File: config.mk
export PLATFORM = sky130hd
export DESIGN_NAME = mul_div_unit
export DESIGN_NICKNAME = d
export VERILOG_FILES = /design/src/rtl/mips_pkg.sv /design/src/rtl/mul_div_unit.sv
export SDC_FILE = /design/constraint.sdc
export NUM_CORES = 1
export LEC_CHECK = 0
export CAP_MARGIN = 20
export CORE_UTILIZATION = 53
export CTS_BUF_LIST = sky130_fd_sc_hd__clkbuf_16
export CTS_CLUSTER_SIZE = 12
export DETAILED_ROUTE_END_ITERATION = 8
export HOLD_SLACK_MARGIN = 0.02
export PLACE_DENSITY_LB_ADDON = 0.15
export SLEW_MARGIN = 20
export SYNTH_ARGS = -nofsm -noshare
export SYNTH_HDL_FRONTEND = slang
export SYNTH_SLANG_ARGS = --single-unit
File: constraint.sdc
create_clock -name clk -period 4.1 [get_ports clk]
set_input_delay 0.615 -clock clk [delete_from_list [all_inputs] [get_ports clk]]
set_output_delay 0.615 -clock clk [all_outputs]
set_load 0.01 [all_outputs]
File: src/rtl/mips_pkg.sv
// Shared encodings for the EX-stage multiply/divide unit: op codes, FSM states,
// and the iteration count of the shift-add / restoring-divide loop.
package mips_pkg;

    localparam int MD_ITERS = 32;

    typedef enum logic [1:0] {
        MD_MULT  = 2'b00,
        MD_MULTU = 2'b01,
        MD_DIV   = 2'b10,
        MD_DIVU  = 2'b11
    } md_op_e;

    typedef enum logic [1:0] {
        MD_IDLE = 2'b00,
        MD_CALC = 2'b01,
        MD_FIX  = 2'b10
    } md_state_e;

endpackage

File: src/rtl/mul_div_unit.sv
// Iterative MULT/MULTU/DIV/DIVU unit with private HI/LO and MFHI/MFLO/MTHI/MTLO.
// Both datapaths share one 2*WIDTH working register and the iteration counter.
module mul_div_unit
    import mips_pkg::*;
#(
    parameter int WIDTH = 32
) (
    input  logic             clk,
    input  logic             rst_n,
    input  logic             start,
    input  logic [1:0]       op,
    input  logic [WIDTH-1:0] rs_val,
    input  logic [WIDTH-1:0] rt_val,
    input  logic             mthi,
    input  logic             mtlo,
    input  logic             mf_sel,
    output logic [WIDTH-1:0] mf_data,
    output logic             busy,
    output logic             done
);

    localparam int W2   = 2 * WIDTH;
    localparam int CNTW = $clog2(MD_ITERS);

    md_state_e        state_q, state_d;
    logic [CNTW-1:0]  cnt_q, cnt_d;
    logic [W2-1:0]    work_q, work_d;
    logic [WIDTH-1:0] b_q, b_d;
    logic             is_div_q, is_div_d;
    logic             sign_a_q, sign_a_d;
    logic             sign_b_q, sign_b_d;
    logic [WIDTH-1:0] hi_q, hi_d;
    logic [WIDTH-1:0] lo_q, lo_d;
    logic             done_q, done_d;

    // Operand magnitudes; |0x80000000| stays representable as unsigned.
    logic             signed_op;
    logic [WIDTH-1:0] mag_a, mag_b;
    assign signed_op = (op == MD_MULT) || (op == MD_DIV);
    assign mag_a     = (signed_op && rs_val[WIDTH-1]) ? -rs_val : rs_val;
    assign mag_b     = (signed_op && rt_val[WIDTH-1]) ? -rt_val : rt_val;

    // Shift-add step: {acc, multiplier}, one multiplier bit per cycle, LSB first.
    logic [WIDTH:0]  mul_sum;
    logic [W2-1:0]   mul_step;
    assign mul_sum  = {1'b0, work_q[W2-1:WIDTH]} + (work_q[0] ? {1'b0, b_q} : '0);
    assign mul_step = {mul_sum, work_q[WIDTH-1:1]};

    // Restoring step: {remainder, dividend/quotient}, quotient bits shift in at LSB.
    // With a zero divisor the remainder ends up holding the raw dividend magnitude.
    logic [WIDTH:0]   div_trial;
    logic             div_ge;
    logic [WIDTH-1:0] div_rem;
    logic [W2-1:0]    div_step;
    assign div_trial = {work_q[W2-1:WIDTH], work_q[WIDTH-1]};
    assign div_ge    = div_trial >= {1'b0, b_q};
    assign div_rem   = div_ge ? WIDTH'(div_trial - {1'b0, b_q}) : div_trial[WIDTH-1:0];
    assign div_step  = {div_rem, work_q[WIDTH-2:0], div_ge};

    logic [W2-1:0]    prod_neg;
    logic [WIDTH-1:0] quot_neg, rem_neg;
    assign prod_neg = -work_q;
    assign quot_neg = -work_q[WIDTH-1:0];
    assign rem_neg  = -work_q[W2-1:WIDTH];

    always_comb begin
        state_d  = state_q;
        cnt_d    = cnt_q;
        work_d   = work_q;
        b_d      = b_q;
        is_div_d = is_div_q;
        sign_a_d = sign_a_q;
        sign_b_d = sign_b_q;
        hi_d     = hi_q;
        lo_d     = lo_q;
        done_d   = 1'b0;
        case (state_q)
            MD_IDLE: begin
                if (start) begin
                    state_d  = MD_CALC;
                    cnt_d    = '0;
                    is_div_d = op[1];
                    sign_a_d = signed_op && rs_val[WIDTH-1];
                    sign_b_d = signed_op && rt_val[WIDTH-1];
                    work_d   = op[1] ? {{WIDTH{1'b0}}, mag_a} : {{WIDTH{1'b0}}, mag_b};
                    b_d      = op[1] ? mag_b : mag_a;
                end else begin
                    if (mthi) hi_d = rs_val;
                    if (mtlo) lo_d = rs_val;
                end
            end
            MD_CALC: begin
                work_d = is_div_q ? div_step : mul_step;
                cnt_d  = cnt_q + 1'b1;
                if (cnt_q == CNTW'(MD_ITERS - 1)) state_d = MD_FIX;
            end
            MD_FIX: begin
                state_d = MD_IDLE;
                done_d  = 1'b1;
                if (is_div_q) begin
                    lo_d = (b_q == '0) ? '1
                         : ((sign_a_q ^ sign_b_q) ? quot_neg : work_q[WIDTH-1:0]);
                    hi_d = sign_a_q ? rem_neg : work_q[W2-1:WIDTH];
                end else begin
                    {hi_d, lo_d} = (sign_a_q ^ sign_b_q) ? prod_neg : work_q;
                end
            end
            default: state_d = MD_IDLE;
        endcase
    end

    always_ff @(posedge clk or negedge rst_n) begin
        if (!rst_n) begin
            state_q  <= MD_IDLE;
            cnt_q    <= '0;
            work_q   <= '0;
            b_q      <= '0;
            is_div_q <= 1'b0;
            sign_a_q <= 1'b0;
            sign_b_q <= 1'b0;
            hi_q     <= '0;
            lo_q     <= '0;
            done_q   <= 1'b0;
        end else begin
            state_q  <= state_d;
            cnt_q    <= cnt_d;
            work_q   <= work_d;
            b_q      <= b_d;
            is_div_q <= is_div_d;
            sign_a_q <= sign_a_d;
            sign_b_q <= sign_b_d;
            hi_q     <= hi_d;
            lo_q     <= lo_d;
            done_q   <= done_d;
        end
    end

    assign mf_data = mf_sel ? hi_q : lo_q;
    assign busy    = (state_q != MD_IDLE);
    assign done    = done_q;

endmodule

==> impl_metrics.json <==
{
  "outcome": "finished clean",
  "global_route_met3_usage": 0.09264,
  "timing.setup.tns_ps": 0,
  "synth.yosys.warnings": 0,
  "avgSynthCellArea_um2": 7.879,
  "flow.area_growth_from_synthesis_pct": 12.91,
  "cap_viol_max_count": 0,
  "cp.required_ps": 4420,
  "grt.busiest_layer": "met2",
  "ys_seq_elements": 171,
  "worst_hold_path_type": "in2async",
  "fp.dieArea_um2": 30880,
  "timing.critical_path.slowest_cell_delay_ps": 490,
  "ioPinCount": 106,
  "cp_data_arrival_time_ps": 4000,
  "crit_path_max_fanout": 5,
  "grt_overflow_total": 0,
  "grt_antenna_before_repair": 0,
  "clock.fmax_mhz": 272.3,
  "clk-insertion-delay-late_ps": 450,
  "post-layout-total-power_mw": 17.35,
  "worst_clock_skew_ps": 19.76,
  "synth.cell_area_um2": 15990,
  "synth_fp_nets": 2174,
  "cts_tree": "built",
  "finalWeightedCongestion": 1.059,
  "max_slew_margin": 0.3423,
  "crit_path_end_kind": "flop",
  "die-height_um": 175.7,
  "clock_net_sink_count": 171,
  "post-route-drc-count": 0,
  "maximum_buffer_depth_of_the_clock_tree": 2,
  "core_region_area_um2": 29640,
  "cts.repair_timing.setup_buffer_count": 0,
  "netlist_instances": 2030,
  "first_pass_iters": 8,
  "layout_worst_path_cycle_share": 0.8956,
  "cellPowerDensity_nw_per_um2": 960.8,
  "clock_pin_transition_on_the_worst_setup_and_hold_timing_paths_ps": 80,
  "final_layout_size_suffix_gt1_frac": 0.08065,
  "port-buffer-count": 105,
  "placement_rows": 63,
  "hpwlAfterDp_um": 46020,
  "grt_start_max_net_pins": 98,
  "cts-resized-gates": 0,
  "synth_edf_count": 0,
  "antenna-diode-count": 0,
  "detailroute.via_count": 16640,
  "drt-total-wl_um": 60400,
  "cts_hold_buf": 0,
  "critPathLaunchType": "flop",
  "finalSetupViolCount": 0,
  "grt_util_met2": 0.5708,
  "number_of_buffers_created_by_cts": 17,
  "ant_nets": 0,
  "clock_tree.root_cell": "clkbuf_16",
  "unrepaired_setup_endpoints_after_global_routing": "no",
  "timing_worst_slew_pin_value_ps": 985.5,
  "ctsHtreeMaxLevel": 4,
  "maxSlewViolCount": 0,
  "asyncSetResetFlopFracSynth": 1.000,
  "initial_utilization": 0.5396,
  "timing.setup.critical_path_class": "reg2reg",
  "path_cells": "inv_1 -> ha_1 -> inv_1 -> fa_1 -> a21o_1 -> a221oi_1 -> o21ai_0 -> and3b_1 -> or2_2 -> a221oi_1 -> nand4b_1 -> a32o_1",
  "p_leak_nw": 7.396,
  "grt_usage": 0.3899,
  "critPathSlowestCell": "a221oi_1",
  "grt_pass1_vias": 15410,
  "vias_per_cell": 6.729,
  "peakVddDrop_mv": 0.5037,
  "grt_use_met1": 0.5443,
  "timing.final.hold_violations": 0,
  "design.final.nets": 2214,
  "die_w_um": 175.7,
  "routed_wire_length_per_instance_um": 24.42,
  "netlist-cell-type-count": 78,
  "finalWorstPathRequiredPeriod_ps": 3672,
  "first_pass_grt_wire_length_um": 91200,
  "top_flip_flop_cell_by_instance_count_after_synthesis": "dfrtp_1",
  "number_of_drc_markers_in_iteration_0": 2094,
  "synth_sequential_area_ratio": 0.2675,
  "fill_cells": 2750
}
==> synthesized netlist by cell type (7+ instances only) <==
cell type  number  area share
o31ai_1        23       0.011
xnor2_1        87       0.048
a21o_1         25       0.012
and3_1         15      0.0059
nor4_1         27       0.011
a211oi_1       32       0.015
ha_1           70       0.055
xor2_1         75       0.041
o21a_1         10      0.0047
clkbuf_1      121       0.028
mux2i_1        73       0.046
or4_1          14      0.0066
and2_1         12      0.0047
nand4_1        23      0.0090
o41ai_1         7      0.0038
a221o_1        36       0.023
o21ai_1        15      0.0047
mux2_2         46       0.032
nand2b_1       19      0.0074
o211ai_1       41       0.019
a21oi_1       195       0.061
and4_1          8      0.0044
nand3_1        47       0.015
buf_1          14      0.0033
a31oi_1        20      0.0078
dfrtp_1       171        0.27
a22oi_1        24       0.011
nor2b_1        13      0.0051
nor2_1        167       0.039
inv_1          70       0.016
or3_1          19      0.0074
a211o_1         8      0.0044
nor3_1         47       0.015
o21ai_0       144       0.045
nand2_1       200       0.047
o21bai_1       12      0.0056
==> flip-flops by register name (all words and copies together) (netlist names) <==
register / cells
cnt_q: 5
lo_q: 32
sign_a_q: 1
work_q: 64
b_q: 32
is_div_q: 1
sign_b_q: 1
hi_q: 32
done: 1
state_q: 2
==> power by group <==
part	internal [mW]	switching, mW	total (mW)
clock network	0.824	0.852	1.68
logic	4.84	7.25	12.1
registers	2.54	1.04	3.58
total	8.21	9.14	17.4
==> path summary, 6_finish.rpt <==
check | startpoint | to | slack (ps) | cells after the start
max reg2reg | work_q[31] | work_q[62] | 430 | 12
max | work_q[31] | work_q[62] | 430 | 12
min reg2reg | cnt_q[3] | cnt_q[3] | 490 | 1
min | rst_n | hi_q[26] | 220 | 1
max in group asynchronous | rst_n | work_q[53] | 3000 | 2
min in group clk | cnt_q[3] | cnt_q[3] | 490 | 1
==> metal layers <==
layer	vias to the layer above	share of wire
met5	-	0
met4	0	0.042
met3	139	0.12
met2	960	0.43
met1	7986	0.42
li1	7555	-
==> worst max-delay path: cells and delay by family (launching register included) <==
kind,cells,cell delay [ps]
AND/OR/NAND/NOR,3,750
AO/OA/AOI/OAI,5,1550
buffers and inverters,2,220
flip-flops,1,440
adder cells (fa/ha/maj),2,600
==> logic make-up (layout without fill, tap and decap cells) <==
logic type	count (synthesis)	in the layout	share of synthesized area
xor+xnor	162	162	0.08871
mux	119	119	0.07807
compound gates	652	652	0.2630
fa+ha+maj	72	72	0.05726
flops	171	171	0.2675
simple gates	640	640	0.1938
buf+inv	214	267	0.05163
==> stage by stage <==
step / instance area (µm²) / util / cells / worst slack (ps) / hold slack (ps)
CTS: 18060 / 0.6093 / 2473 / 493.5 / 289.4
detailed placement: 17460 / 0.5892 / 2441 / 484.8 / 480.3
global placement: 17460 / 0.5892 / 2441 / 521.4 / 471.2
global route: 18060 / 0.6093 / 2473 / 217.0 / 303.2
floorplan: 15990 / - / 2030 / 871.1 / 319.4
finish: 18060 / 0.6093 / 2473 / 427.9 / 221.6
==> cells in the final DEF, fill, tap and decap left out, types with 32 or more instances in the layout <==
cell / count
nand2_1: 199
a21oi_1: 195
dfrtp_1: 170
nor2_1: 166
o21ai_0: 144
clkdlybuf4s50_1: 103
xnor2_1: 87
xor2_1: 75
mux2i_1: 73
inv_1: 70
ha_1: 70
buf_4: 59
nor3_1: 47
nand3_1: 47
mux2_2: 46
o211ai_1: 41
a221o_1: 36
a211oi_1: 32
==> final cells by class <==
type | count | area (µm²) | share of cell area
Clock buffer | 17 | 425.4 | 0.02356
Inverter | 70 | 262.8 | 0.01455
Clock inverter | 15 | 170.2 | 0.009423
Tap cell | 390 | 488.0 | 0.02702
Multi-Input combinational cell | 1645 | 10920 | 0.6048
Timing Repair Buffer | 165 | 1510 | 0.08363
Sequential cell | 171 | 4280 | 0.2370
(Power assumes the default switching activity.)
